===== src/rtl/alu_exec_unit.sv =====
// Single-cycle ALU execute stage: decodes alu_op/funct into a 4-bit control code,
// computes the result and flags combinationally, and registers everything once per clock.
module alu_exec_unit (
    input  logic        clk,
    input  logic        rst,
    input  logic [1:0]  alu_op,
    input  logic [5:0]  funct,
    input  logic        branch,
    input  logic [31:0] a,
    input  logic [31:0] b,
    output logic [3:0]  alu_ctrl,
    output logic [31:0] result,
    output logic        zero,
    output logic        overflow,
    output logic        take_branch
);

    localparam logic [3:0] CTRL_AND  = 4'b0000;
    localparam logic [3:0] CTRL_OR   = 4'b0001;
    localparam logic [3:0] CTRL_ADD  = 4'b0010;
    localparam logic [3:0] CTRL_XOR  = 4'b0011;
    localparam logic [3:0] CTRL_SUB  = 4'b0110;
    localparam logic [3:0] CTRL_SLT  = 4'b0111;
    localparam logic [3:0] CTRL_SLTU = 4'b1000;
    localparam logic [3:0] CTRL_NOR  = 4'b1100;

    logic [3:0]  alu_ctrl_d, alu_ctrl_q;
    logic [31:0] result_d, result_q;
    logic        zero_d, zero_q;
    logic        overflow_d, overflow_q;
    logic        take_branch_d, take_branch_q;

    logic [31:0] sum;
    logic [31:0] diff;
    logic        slt_bit;
    logic        sltu_bit;

    always_comb begin
        alu_ctrl_d = CTRL_ADD;
        case (alu_op)
            2'b00: alu_ctrl_d = CTRL_ADD;
            2'b01: alu_ctrl_d = CTRL_SUB;
            2'b11: alu_ctrl_d = CTRL_ADD;
            default: begin
                case (funct)
                    6'b100000, 6'b100001: alu_ctrl_d = CTRL_ADD;
                    6'b100010, 6'b100011: alu_ctrl_d = CTRL_SUB;
                    6'b100100:            alu_ctrl_d = CTRL_AND;
                    6'b100101:            alu_ctrl_d = CTRL_OR;
                    6'b100110:            alu_ctrl_d = CTRL_XOR;
                    6'b100111:            alu_ctrl_d = CTRL_NOR;
                    6'b101010:            alu_ctrl_d = CTRL_SLT;
                    6'b101011:            alu_ctrl_d = CTRL_SLTU;
                    default:              alu_ctrl_d = CTRL_ADD;
                endcase
            end
        endcase
    end

    assign sum  = a + b;
    assign diff = a - b;
    // With differing signs the negative operand is smaller; with equal signs the
    // difference cannot overflow, so its sign bit is the answer.
    assign slt_bit  = (a[31] != b[31]) ? a[31] : diff[31];
    assign sltu_bit = (a < b);

    always_comb begin
        result_d   = 32'd0;
        overflow_d = 1'b0;
        case (alu_ctrl_d)
            CTRL_AND:  result_d = a & b;
            CTRL_OR:   result_d = a | b;
            CTRL_ADD: begin
                result_d   = sum;
                overflow_d = (a[31] == b[31]) && (sum[31] != a[31]);
            end
            CTRL_SUB: begin
                result_d   = diff;
                overflow_d = (a[31] != b[31]) && (diff[31] != a[31]);
            end
            CTRL_XOR:  result_d = a ^ b;
            CTRL_NOR:  result_d = ~(a | b);
            CTRL_SLT:  result_d = {31'd0, slt_bit};
            CTRL_SLTU: result_d = {31'd0, sltu_bit};
            default:   result_d = 32'd0;
        endcase
    end

    assign zero_d        = (result_d == 32'd0);
    assign take_branch_d = branch & zero_d;

    always_ff @(posedge clk) begin
        if (rst) begin
            alu_ctrl_q    <= 4'd0;
            result_q      <= 32'd0;
            zero_q        <= 1'b0;
            overflow_q    <= 1'b0;
            take_branch_q <= 1'b0;
        end else begin
            alu_ctrl_q    <= alu_ctrl_d;
            result_q      <= result_d;
            zero_q        <= zero_d;
            overflow_q    <= overflow_d;
            take_branch_q <= take_branch_d;
        end
    end

    assign alu_ctrl    = alu_ctrl_q;
    assign result      = result_q;
    assign zero        = zero_q;
    assign overflow    = overflow_q;
    assign take_branch = take_branch_q;

endmodule


===== config.mk =====
export PLATFORM = sky130hd
export DESIGN_NAME = alu_exec_unit
export DESIGN_NICKNAME = d
export VERILOG_FILES = /design/src/rtl/alu_exec_unit.sv
export SDC_FILE = /design/constraint.sdc
export NUM_CORES = 1
export LEC_CHECK = 0
export CORE_MARGIN = 2
export CORE_UTILIZATION = 51
export DETAILED_ROUTE_END_ITERATION = 10
export PLACE_DENSITY = 0.79
export SYNTH_ARGS = -nofsm -noshare
export SYNTH_HDL_FRONTEND = slang
export SYNTH_SLANG_ARGS = --single-unit

===== constraint.sdc =====
create_clock -name clk -period 4.4 [get_ports clk]
set_input_delay 0.66 -clock clk [delete_from_list [all_inputs] [get_ports clk]]
set_output_delay 0.66 -clock clk [all_outputs]
set_load 0.05 [all_outputs]

==> flow_summary.ini <==
[global_route]
top_usage_layer = met2
grt_pass1_wl_mm = 51.0
grt_usage = 0.403
grt_max_degree = 26
antenna_found_initial = 0
grt_overflow = 0
grt_pass1_vias = 9506
use_met2 = 0.645
gr-usage-met3 = 0.0899
gr-usage-met1 = 0.523

[setup_path]
critPathBufInv = 3
endpoint_kind = flop
cpMaxStageDelayCell = fa_2
worstSetupStartpointType = input port
critPathMaxStageDelay_ns = 0.35
critPathMaxFanout = 3
critPathArrivalTime_ns = 4.50
cp.required_ns = 4.62
cpLargestDelayFamily = simple AND/OR/NAND/NOR gates
path_class = input port to flop
path_cells = buf_6, inv_2, ha_4, nor4_2, buf_4, and3_4, o21a_4, nor3_4, o21ai_2, a21oi_2, o21bai_1, a21oi_1, nor2_1, nor2_2, fa_2, a32o_2, a211oi_2, o21ai_1, nor2_1, nand4_1, nor4_2, nand3_1, nor3_1

[die]
dieArea_um2 = 15700
die_width_um = 125
core_um2 = 14500
fp.dieH_um = 125
rows = 44
start_util = 0.519
ios = 114

[place]
dpl.hpwl_mm = 26.4
finalWeightedCongestion = 1.12
port_buffers = 113
place_inst = 1545
dp_slack_ns = -0.751

[synth]
synth_edf_count = 0
syn_nets = 1221
synth_fa_ha_area_frac = 0.171
synthSimpleGateAreaFrac = 0.246
syn_inst = 1045
synthMuxAreaShare = 0.0221
synth-compound-area-share = 0.351
ys.flop_type = dfxtp_1
synth_area_per_cell_um2 = 7.19
synth_top_family_by_area = compound AO/OA/AOI/OAI gates
ys.warnings.count = 0
ys_async_sr_fraction = 0
syn_area_um2 = 7510
yosysSeqAreaShare = 0.104
synth_cell_types = 95
synth-seq-cells = 39
synth_xor_area_frac = 0.0128

[routing]
drt_iter0_markers = 1400
detail_route.first_pass.iterations = 7
antenna_left = 0
via_count = 10100
wire_per_inst_um = 21.9
drcViolationCount = 0
avgViaCountPerCell = 6.43
wl_mm = 34.5

[power_and_ir_drop]
p_leak_nw = 5.36
peakVddDrop_uv = 138
powerDensity_nw_per_um2 = 215

[sta]
max_slew_margin = 0.453
setup_violations = 0
max_freq_ghz = 0.234
min_period_over_period = 0.973
tightest_slew_ns = 0.818
holdWs_ns = 0.897
rsz0062_at_grt = yes
setup_tns_ns = 0
period_minus_slack_ns = 4.28
hold_violations = 0
final-max-slew-violation-count = 0
setup_slack_ns = 0.118

[cts]
cts_buffer_depth = 2
cts_root_buffer = clkbuf_16
h-tree-depth = 2
cts.sinks = 39
numCtsBuffers = 5
hold_buffers = 0
cts.clk_slew.worst_paths_ns = 0.07
cts_tree = yes

[min_path]
hold_class = input port to flop
hold_path_depth = 5
worstHoldStart = a[5]
hold_path_end = result[5]

[layout]
final_cells = 1576
drive_above_1_share = 0.342
num_antenna_cells = 0
area_delta_synth_final_pct = 53.7
fillCellCount = 1026
nNetsFinal = 1567

[job]
maxCapViolations = 0

[run_status]
outcome = finished, final reports clean
## sequential cells by signal, summed over array words and instances, names as in the netlist
name / cells
result: 32
alu_ctrl: 4
overflow: 1
take_branch: 1
zero: 1
## what timing repair did
item                       4_1_cts  5_1_grt
setup endpoints to repair        3        7
pin swaps                       21       44
resized for setup               39      181
buffers inserted                10       13
## worst max-delay path by stage
stage / end / depth (start not counted) / slack (ns) / start
global route: take_branch / 23 / -0.09 / b[12]
finish: take_branch / 23 / 0.12 / b[12]
floorplan: take_branch / 22 / 0.11 / a[8]
CTS: result[0] / 22 / 0.0008 / b[13]
detailed placement: zero / 21 / -0.75 / b[14]
global placement: take_branch / 21 / -0.61 / a[14]
## per-stage QoR
step                      cell area, µm²   util  total power [mW]
after CTS                          11000  0.758              2.34
final                              11500  0.797              2.49
after detailed placement           10600  0.729              1.88
after floorplan                     7510      -              1.23
after global placement             10600  0.729              1.86
after global routing               11500  0.797              2.58
## power breakdown
group          total, mW  internal, mW  leakage [nW]  switching [mW]
sequential         0.404         0.393         0.324          0.0108
combinational       1.65         0.718          4.95           0.933
clock              0.432         0.268        0.0838           0.164
## cell usage in the layout (no fill, tap or decap), drive strengths merged, types with 12 or more instances in the layout
master         netlist  final
a211oi              22     22
a21o                16     16
a21oi               87     87
a221oi              13     13
a31oi               19     19
and2                21     21
buf                 36    294
clkbuf              26     13
clkdlybuf4s50        0     63
dfxtp               39     39
dlymetal6s2s         0     36
ha                  98     98
inv                 97     97
nand2               79     79
nand3               24     24
nor2                83     83
nor2b               17     17
nor3                37     37
nor4                23     23
o21ai               60     60
o21bai              12     12
o22ai               16     16
o31ai               22     22
## layer usage
metal / share of wire / wire length (µm)
met5: 0 / 0
met4: 0.048 / 1670
met3: 0.12 / 4130
met1: 0.39 / 13400
met2: 0.44 / 15300
## cells by family after synthesis
logic type | Yosys count
compound gates | 369
xor+xnor | 11
fa+ha+maj | 101
buf+inv | 159
flops | 39
mux | 16
simple gates | 350
## area by class of cell
type | count | area (µm²) | area share
Sequential cell | 39 | 781 | 0.0676
Inverter | 97 | 372 | 0.0322
Tap cell | 184 | 230 | 0.0199
Multi-Input combinational cell | 847 | 6600 | 0.571
Clock buffer | 5 | 125 | 0.0108
Timing Repair Buffer | 401 | 3400 | 0.294
Clock inverter | 3 | 43.8 | 0.00379
## cells in the mapped netlist, types with 20 or more instances
library cell	count	area (µm²)
ha_1	98	1230
inv_1	95	357
a21oi_1	86	430
nor2_1	83	312
nand2_1	79	297
o21ai_0	52	260
dfxtp_1	39	781
nor3_1	35	175
clkbuf_1	26	97.6
buf_2	25	125
nand3_1	24	120
and2_1	20	125
o31ai_1	20	150
## worst min-delay path: cells and delay by family
kind / cells / cell delay [ns]
adders and majority gates: 1 / 0.12
AOI/OAI and AO/OA: 2 / 0.21
buffers and inverters: 2 / 0.16
No activity file was read; power rests on OpenSTA's default activity.
